===== src/rtl/uart_rx.sv =====
// 8N1 UART receiver with mid-bit start validation and valid/ready byte handoff.
// Define UART_RX_MAJORITY_EN to take each bit sample as a 2-of-3 vote over three cycles.
module uart_rx #(
   parameter int unsigned CLK_FREQ  = 50_000_000,
   parameter int unsigned BAUD_RATE = 115200
) (
   input  logic       clk,
   input  logic       rst,
   input  logic       rx,
   output logic [7:0] data_out,
   output logic       valid,
   input  logic       ready,
   output logic       frame_err,
   output logic       overrun
);

   localparam int unsigned CLKS_PER_BIT = CLK_FREQ / BAUD_RATE;
   localparam int unsigned HALF_BIT     = CLKS_PER_BIT / 2;
   localparam int unsigned CW           = $clog2(CLKS_PER_BIT);

   localparam logic [CW-1:0] HALF_LAST = CW'(HALF_BIT - 1);
   localparam logic [CW-1:0] BIT_LAST  = CW'(CLKS_PER_BIT - 1);

   typedef enum logic [2:0] {
      StIdle,
      StStartBit,
      StDataBits,
      StStopBit,
      StWaitIdle
   } state_e;

   state_e        state;
   logic          rx_meta;
   logic          rx_s;
   logic [CW-1:0] clk_count;
   logic [2:0]    bit_index;
   logic [7:0]    shift;
   logic          sample;

   // Both flops reset high so a reset never looks like a start bit.
   always_ff @(posedge clk) begin
      if (rst) begin
         rx_meta <= 1'b1;
         rx_s    <= 1'b1;
      end else begin
         rx_meta <= rx;
         rx_s    <= rx_meta;
      end
   end

`ifdef UART_RX_MAJORITY_EN
   logic [1:0] rx_hist;
   logic [2:0] window;

   always_ff @(posedge clk) begin
      if (rst) begin
         rx_hist <= 2'b11;
      end else begin
         rx_hist <= {rx_hist[0], rx_s};
      end
   end

   // Current rx_s plus the two previous cycles; vote keeps sample edges unchanged.
   assign window = {rx_hist, rx_s};
   assign sample = (window[0] & window[1]) | (window[0] & window[2]) | (window[1] & window[2]);
`else
   assign sample = rx_s;
`endif

   always_ff @(posedge clk) begin
      if (rst) begin
         state     <= StIdle;
         clk_count <= '0;
         bit_index <= 3'd0;
         shift     <= 8'h00;
         data_out  <= 8'h00;
         valid     <= 1'b0;
         frame_err <= 1'b0;
         overrun   <= 1'b0;
      end else begin
         frame_err <= 1'b0;
         overrun   <= 1'b0;
         if (valid && ready) begin
            valid <= 1'b0;
         end

         unique case (state)
            StIdle: begin
               clk_count <= '0;
               bit_index <= 3'd0;
               if (!rx_s) begin
                  state <= StStartBit;
               end
            end

            StStartBit: begin
               if (clk_count == HALF_LAST) begin
                  clk_count <= '0;
                  bit_index <= 3'd0;
                  state     <= sample ? StIdle : StDataBits;
               end else begin
                  clk_count <= clk_count + 1'b1;
               end
            end

            StDataBits: begin
               if (clk_count == BIT_LAST) begin
                  clk_count        <= '0;
                  shift[bit_index] <= sample;
                  if (bit_index == 3'd7) begin
                     bit_index <= 3'd0;
                     state     <= StStopBit;
                  end else begin
                     bit_index <= bit_index + 3'd1;
                  end
               end else begin
                  clk_count <= clk_count + 1'b1;
               end
            end

            StStopBit: begin
               if (clk_count == BIT_LAST) begin
                  clk_count <= '0;
                  bit_index <= 3'd0;
                  if (sample) begin
                     // A load overrides the accept-clear above; overrun only if unaccepted.
                     data_out <= shift;
                     valid    <= 1'b1;
                     overrun  <= valid && !ready;
                     state    <= StIdle;
                  end else begin
                     frame_err <= 1'b1;
                     state     <= StWaitIdle;
                  end
               end else begin
                  clk_count <= clk_count + 1'b1;
               end
            end

            StWaitIdle: begin
               clk_count <= '0;
               bit_index <= 3'd0;
               if (rx_s) begin
                  state <= StIdle;
               end
            end

            default: begin
               state <= StIdle;
            end
         endcase
      end
   end

endmodule


===== config.mk =====
export PLATFORM = sky130hd
export DESIGN_NAME = uart_rx
export DESIGN_NICKNAME = d
export VERILOG_FILES = /design/src/rtl/uart_rx.sv
export SDC_FILE = /design/constraint.sdc
export NUM_CORES = 1
export LEC_CHECK = 0
export ABC_CLOCK_PERIOD_IN_PS = 2050
export BUFFER_PORTS_ARGS = -buffer_cell sky130_fd_sc_hd__buf_2
export CORE_UTILIZATION = 57
export DETAILED_ROUTE_END_ITERATION = 10
export PLACE_DENSITY_LB_ADDON = 0.05
export SLEW_MARGIN = 20
export SYNTH_ARGS = -nofsm -noshare
export SYNTH_HDL_FRONTEND = slang
export SYNTH_SLANG_ARGS = --single-unit

===== constraint.sdc =====
create_clock -name clk -period 2.05 [get_ports clk]
set_clock_uncertainty 0.05 [all_clocks]
set_input_delay 0.41 -clock clk [delete_from_list [all_inputs] [get_ports clk]]
set_output_delay 0.41 -clock clk [all_outputs]
set_load 0.02 [all_outputs]

---- Word-level counts from Yosys, hierarchy flattened ----
Index checks and enable logic that the tools add are counted.
operators by class
  add/subtract/negate cells ............... 2
  order comparisons ....................... 2
  equality and inequality tests ........... 13
  muxes and demuxes ....................... 25
  bitwise gates (word level) .............. 3
  reductions and logical operators ........ 15
operators with widths
  operator                                                            number
  two-way mux 3 bit                                                   11
  one-hot mux 9 bit (3 select lines)                                  1
  two-way mux 9 bit                                                   2
  one-hot mux 3 bit (5 select lines)                                  1
  != test 2 bit (second input constant)                               6
  one-hot mux 3 bit (4 select lines)                                  1
  adder 9 x 1 -> 9 bit (second input constant)                        1
  == test 9 x 8 -> 1 bit (second input constant)                      1
  == test 9 bit (second input constant)                               1
  bitwise mux 8 bit                                                   1
  == test 3 x 2 -> 1 bit (second input constant)                      2
  == test 3 bit (second input constant)                               2
  two-way mux 1 bit                                                   6
  AND reduction 6 bit                                                 1
  less-than comparator 3 x 4 -> 1 bit (second input constant)         1
  AND reduction 4 bit                                                 1
  nonzero test 4 bit                                                  1
  OR reduction 2 bit                                                  2
  OR reduction 4 bit                                                  1
  adder 3 x 1 -> 3 bit (second input constant)                        1
  demux 1 bit (select 3 bit)                                          1
  == test 3 x 1 -> 1 bit (second input constant)                      1
  greater-or-equal comparator 3 x 1 -> 1 bit (second input constant)  1
  logical AND 1 bit                                                   3
  other kinds (8)                                                     10
storage, ports and cells
  flip-flop bits (word level) ............. 36
  input port bits ......................... 4
  output and inout bits ................... 11
  logic and storage cells ................. 70

---- Logic depth before layout (Yosys ltp) ----
Gate-level depths: netlist of run 1.
  word-level depth ........................ 5
  mapped depth ............................ 8
  gate-level depth less buffers ........... 7

---- Worst setup path after synthesis of run 1 ----
No wires, ideal clock.
  path kind ............................... reg-to-reg
  from .................................... register clk_count[0]
  to ...................................... register shift[5]
  setup time .............................. 128 ps
  arrival time ............................ 1585 ps
  data required time ...................... 1872 ps
  setup slack ............................. 288 ps
  stages on the path, launching flop included .. 8
  buffers on the path ..................... 1
  clock period less this slack ............ 1762 ps
  path through ............................ dfxtp_1 ha_1 and2_1 nand4_1 buf_6 or4_4 mux2i_1 nor2_1
between the ends
  cells in the longest elaborated chain, start to end .. 2
RTL lines
  element                        RTL line  text
  start, declared                35        logic [CW-1:0] clk_count;
  start signal, assigned         102       clk_count <= clk_count + 1'b1;
  start signal, assigned         117       clk_count <= clk_count + 1'b1;
  start signal, assigned         136       clk_count <= clk_count + 1'b1;
  == test 9 bit                  107       if (clk_count == BIT_LAST) begin
  AND reduction 2 bit (no line)  n/a
  end signal, assigned by index  109       shift[bit_index] <= sample;
  end, declared                  37        logic [7:0] shift;
Every way passes these cells.
A chain may end at the register's enable or synchronous reset.

---- Worst setup path after layout of run 1 ----
Same ends and word-level chain as after synthesis.

==> flow_metrics.env, run 1 <==
export IMPL_finalCoreUtilization_pct=68.8
export IMPL_finalNetCount=202
export IMPL_min_to="rx_meta"
export IMPL_dieArea_sq_mm=0.00306
export IMPL_r2r_cells=7
export IMPL_final_area_sq_mm=0.00178
export IMPL_layout_commonest_cell="dfxtp_1"
export IMPL_period_needed_ps=1870
export IMPL_vias=1232
export IMPL_root_buffer="clkbuf_4"
export IMPL_ys_seq_area_share_pct=44.4
export IMPL_hpwl_mm=2.00
export IMPL_synth_warnings=0
export IMPL_synth_seq_cells=36
export IMPL_htree_levels=2
export IMPL_slew_headroom_pct=67.6
export IMPL_rrSetupSlack_ps=180
export IMPL_final_layout_size_suffix_gt1_share_pct=16.0
export IMPL_avgSynthCellArea_sq_um=9.16
export IMPL_min_from="rx"
export IMPL_grt_pass1_wl_mm=4.70
export IMPL_overflow=0
export IMPL_drv_cap=0
export IMPL_ys_dominant_reg_cell="dfxtp_1"
export IMPL_routed_wl_mm=2.87
export IMPL_fin_crit_sh_pct=91.3
export IMPL_cts_sinks=36
export IMPL_cellPowerDensity_mw_per_mm2=730
export IMPL_tns_ps=0
export IMPL_worstSkewPairLatency_ps=340
export IMPL_routedWlPerCell_microns=12.8
export IMPL_worst_slew_pin_transition_ps=486
export IMPL_rows=18
export IMPL_cts_clk_slew_worst_paths_ps=100
export IMPL_worst_endpoint_required_ps=2230
export IMPL_hold_depth=2
export IMPL_crit_path_max_fanout=11
export IMPL_rsz0062_at_grt="false"
export IMPL_place_congestion=0.824
export IMPL_grt_use_total_pct=19.8
export IMPL_via_per_inst=5.50
export IMPL_slew_violations=0
export IMPL_synth_cell_types=34
export IMPL_numCtsBuffers=5
export IMPL_grt_max_degree=30
export IMPL_pin_count=15
export IMPL_portBuffers=14
export IMPL_die_x_microns=55.3
export IMPL_path_class="reg -> reg"
export IMPL_r2r_start="clk_count[0]"
export IMPL_netlist_instances=177
export IMPL_start_util_pct=62.6
export IMPL_max_freq_mhz=534
export IMPL_worstSetupStartpointType="flop"
export IMPL_final_cell_mix="36 x dfxtp_1, 32 x nor2_1, 18 x mux2i_1"
export IMPL_finalHoldViolCount=0
export IMPL_placed_cell_area_sq_mm=0.00172
export IMPL_r2r_end="shift[5]"
export IMPL_hold_class="in -> reg"
export IMPL_leakage_nw=0.659
export IMPL_setup_viol=0
export IMPL_worstPathArrival_ps=2050
export IMPL_crit_path_end_kind="flop"
export IMPL_power_mw=1.30
export IMPL_syn_nets=186
export IMPL_die_h_microns=55.3
export IMPL_first_global_vias=1069
export IMPL_holdBufCountCts=0
export IMPL_status="finished clean"
export IMPL_peakVddDrop_v=0.000589
export IMPL_tritoncts="yes"
export IMPL_synthToLayoutAreaGrowth_pct=9.88
export IMPL_firstDrtPassIters=4
export IMPL_synth_edf_count=0
export IMPL_ant_nets=0
export IMPL_grt_antenna_before_repair=0
export IMPL_drt_initial_drc_count=9
export IMPL_async_flop_share_pct=0
export IMPL_antenna_cells=0
export IMPL_cts_max_path_buffers=2
export IMPL_coreArea_sq_mm=0.00259
export IMPL_cts_setup_buffers=0
export IMPL_synthesis_area_sq_mm=0.00162
export IMPL_drc=0
export IMPL_setup_slack_ps=178
export IMPL_post_place_ws_ps=147
metrics by stage:
step | hold slack [ps] | std cells
after floorplan | 339 | 177
after global placement | 343 | 216
after detailed placement | 355 | 216
after CTS | 175 | 224
after global routing | 179 | 224
final | 192 | 224
logic make-up (layout without fill, tap and decap cells):
group                      after synthesis  count (layout)  synth area share (%)
AOI/OAI and AO/OA                       13              13                  4.71
xor gates and xnor gates                 8               8                  4.32
adders and majority gates                5               5                  3.86
buffers and inverters                   13              30                  3.55
DFF                                     36              36                  44.4
muxes                                   19              19                  11.8
and+or+nand+nor                         83              83                  27.3
final cells by class:
type | instances | area (sq um)
tap | 30 | 37.5
fill | 212 | 808
clock buffer | 8 | 58.8
sequential | 36 | 721
inverter | 3 | 11.3
multi-input combinational | 128 | 846
timing repair buffer | 19 | 108
flip-flops by register name (all words and copies together) (netlist names):
register	cells
rx_s	1
valid	1
data_out	8
overrun	1
frame_err	1
shift	8
bit_index	3
clk_count	9
state	3
rx_meta	1
metal layers:
metal	vias to the layer above	GRT usage (%)	share of wire [%]
met1	568	26.0	52
met5	-	0	0
met3	8	7.26	3.4
met4	0	9.64	2.1
met2	14	28.6	43
li1	642	-	-
where the power goes:
group / internal (mW) / switching (mW)
Sequential: 0.715 / 0.0380
Clock: 0.169 / 0.220
Combinational: 0.0722 / 0.0870
Total: 0.956 / 0.345
worst max-delay path by stage:
stage	startpoint	to	slack, ps
global placement	clk_count[1]	bit_index[2]	240
detailed placement	clk_count[1]	bit_index[2]	150
global route	clk_count[0]	shift[0]	40
finish	clk_count[0]	shift[5]	180
CTS	clk_count[1]	bit_index[2]	130
floorplan	clk_count[0]	shift[5]	290
cells in the mapped netlist, drive strengths merged, types with 2 or more instances:
library cell | number | area [sq um]
ha | 5 | 62.6
and3 | 2 | 12.5
or2 | 3 | 18.8
xor2 | 6 | 52.6
a21oi | 5 | 25.0
nor2 | 33 | 131
clkbuf | 8 | 30.0
nand2b | 7 | 43.8
nor3 | 3 | 15.0
nor4b | 4 | 35.0
o21ai | 3 | 15.0
nand3 | 8 | 40.0
nand2 | 6 | 22.5
mux2i | 18 | 180
inv | 3 | 11.3
a211oi | 2 | 15.0
nor2b | 4 | 25.0
dfxtp | 36 | 721
buf | 2 | 16.3
xnor2 | 2 | 17.5
and4 | 2 | 17.5
nor4 | 6 | 37.5
critical path, cell delays in order, from the launching register on:
cell     delay [ps]
dfxtp_1         420
ha_1            170
and2_1          140
nand4_1          90
buf_4           190
or4_4           490
mux2i_1         160
nor2_1           50
timing repair:
item / 4_1_cts / 5_1_grt
setup endpoints to repair: 0 / 2
hold endpoints to repair: 0 / 0
resized for setup: 0 / 1
No activity file was read; power rests on OpenSTA's default activity.
==> inputs of run 2 (changes only) <==
- CELL_PAD_IN_SITES_DETAIL_PLACEMENT: default -> 0
- CELL_PAD_IN_SITES_GLOBAL_PLACEMENT: default -> 1
- CORE_UTILIZATION: 57 -> 44
- GPL_ROUTABILITY_DRIVEN: default -> 0
==> flow_metrics.env, run 2 (synthesis results as in run 1) <==
export IMPL_status="finished clean"
export IMPL_hold_class="in -> reg"
export IMPL_synthToLayoutAreaGrowth_pct=12.9
export IMPL_vias=1238
export IMPL_via_per_inst=5.16
export IMPL_setup_viol=0
export IMPL_use_met2_pct=26.0
export IMPL_peakVddDrop_v=0.000465
export IMPL_min_from="rx"
export IMPL_fill_cells=352
export IMPL_routed_wl_mm=2.85
export IMPL_pin_count=15
export IMPL_drv_cap=0
export IMPL_cts_sinks=36
export IMPL_top_usage_layer="met2"
export IMPL_numCtsBuffers=5
export IMPL_firstDrtPassIters=4
export IMPL_leakage_nw=0.671
export IMPL_grt_use_met3_pct=4.93
export IMPL_final_layout_size_suffix_gt1_share_pct=16.0
export IMPL_drc=0
export IMPL_die_x_microns=62.7
export IMPL_largest_register="clk_count"
export IMPL_die_h_microns=62.7
export IMPL_dieArea_sq_mm=0.00393
export IMPL_tritoncts="yes"
export IMPL_final_cell_mix="36 x dfxtp_1, 32 x nor2_1, 18 x mux2i_1"
export IMPL_coreArea_sq_mm=0.00344
export IMPL_hold_depth=2
export IMPL_htree_levels=2
export IMPL_max_freq_mhz=531
export IMPL_rows=21
export IMPL_cellPowerDensity_mw_per_mm2=770
export IMPL_overflow=0
export IMPL_path_buf_inv=2
export IMPL_rrSetupSlack_ps=170
export IMPL_grt_use_total_pct=17.1
export IMPL_drt_initial_drc_count=47
export IMPL_crit_path_max_fanout=11
export IMPL_period_needed_ps=1880
export IMPL_worstPathArrival_ps=2050
export IMPL_top_regs="clk_count x9, data_out x8, shift x8"
export IMPL_grt_pass1_wl_mm=5.18
export IMPL_cts_setup_buffers=0
export IMPL_layout_commonest_cell="dfxtp_1"
export IMPL_r2r_cells=8
export IMPL_power_mw=1.41
export IMPL_finalCoreUtilization_pct=53.2
export IMPL_slew_violations=0
export IMPL_first_global_vias=1188
export IMPL_path_cells="inv_1, ha_1, and2_1, nand4_1, buf_4, o211ai_1, or2_2, o22ai_1"
export IMPL_slew_headroom_pct=67.3
export IMPL_portBuffers=14
export IMPL_min_to="rx_meta"
export IMPL_cts_resized=0
export IMPL_worst_endpoint_required_ps=2210
export IMPL_cts_max_path_buffers=2
export IMPL_root_buffer="clkbuf_8"
export IMPL_critPathLaunch="clk_count[1]"
export IMPL_antenna_cells=0
export IMPL_finalHoldViolCount=0
export IMPL_path_delay_family="simple AND/OR/NAND/NOR gates"
export IMPL_finalNetCount=202
export IMPL_cts_clk_slew_worst_paths_ps=70
export IMPL_r2r_start="clk_count[1]"
export IMPL_grt_max_degree=30
export IMPL_holdBufCountCts=0
export IMPL_routedWlPerCell_microns=11.9
export IMPL_worst_slew_pin_transition_ps=491
export IMPL_hpwl_mm=2.01
export IMPL_ant_nets=0
export IMPL_path_class="reg -> reg"
export IMPL_worstSetupStartpointType="flop"
export IMPL_start_util_pct=47.1
export IMPL_tns_ps=0
export IMPL_slowest_delay_ps=430
export IMPL_cp_slowest_cell="or2_2"
export IMPL_fin_crit_sh_pct=91.9
export IMPL_gr_usage_met1_pct=21.3
export IMPL_crit_path_end_kind="flop"
export IMPL_grt_antenna_before_repair=0
export IMPL_largest_reg_flops=9
export IMPL_r2r_end="bit_index[2]"
export IMPL_rsz0062_at_grt="false"
export IMPL_worstSkewPairLatency_ps=280
run 2: final cells by class:
type,count,area (sq um),area share [%]
clock buffer,8,90.1,4.92
sequential,36,721,39.4
tap,46,57.6,3.14
timing repair buffer,19,108,5.88
multi-input combinational,128,843,46.1
inverter,3,11.3,0.615
run 2: how the worst max path moves through the flow:
stage / to / slack [ps] / depth (start not counted)
floorplan: shift[5] / 290 / 7
global placement: bit_index[2] / 230 / 8
detailed placement: bit_index[0] / 180 / 8
CTS: bit_index[2] / 160 / 8
global route: bit_index[2] / 5 / 8
finish: bit_index[2] / 170 / 8
run 2: worst register-to-register path, stage by stage (launching register included):
cell and delay, ps:
dfxtp_1 340, inv_1 70, ha_1 170, and2_1 160, nand4_1 80, buf_4 180, o211ai_1 160, or2_2 430
o22ai_1 170
run 2: stage by stage:
stage               cell area [sq um]  hold slack, ps  cells  worst slack [ps]
detailed placement               1740             346    232               183
global route                     1830             270    240              4.54
finish                           1830             262    240               165
floorplan                        1620             339    177               288
CTS                              1830             255    240               160
global placement                 1740             350    232               231
run 2: metal layers:
| layer | part of all wire, % | up-vias |
|---|---|---|
| li1 | - | 638 |
| met1 | 49 | 573 |
| met2 | 44 | 21 |
| met3 | 4.6 | 6 |
| met4 | 1.7 | 0 |
| met5 | 0 | - |
run 2: report_power, final:
part	switching, mW	total (mW)	internal, mW	leakage, nW
registers	0.0369	0.752	0.715	0.291
clock network	0.232	0.505	0.274	0.0455
logic	0.0833	0.153	0.0695	0.335
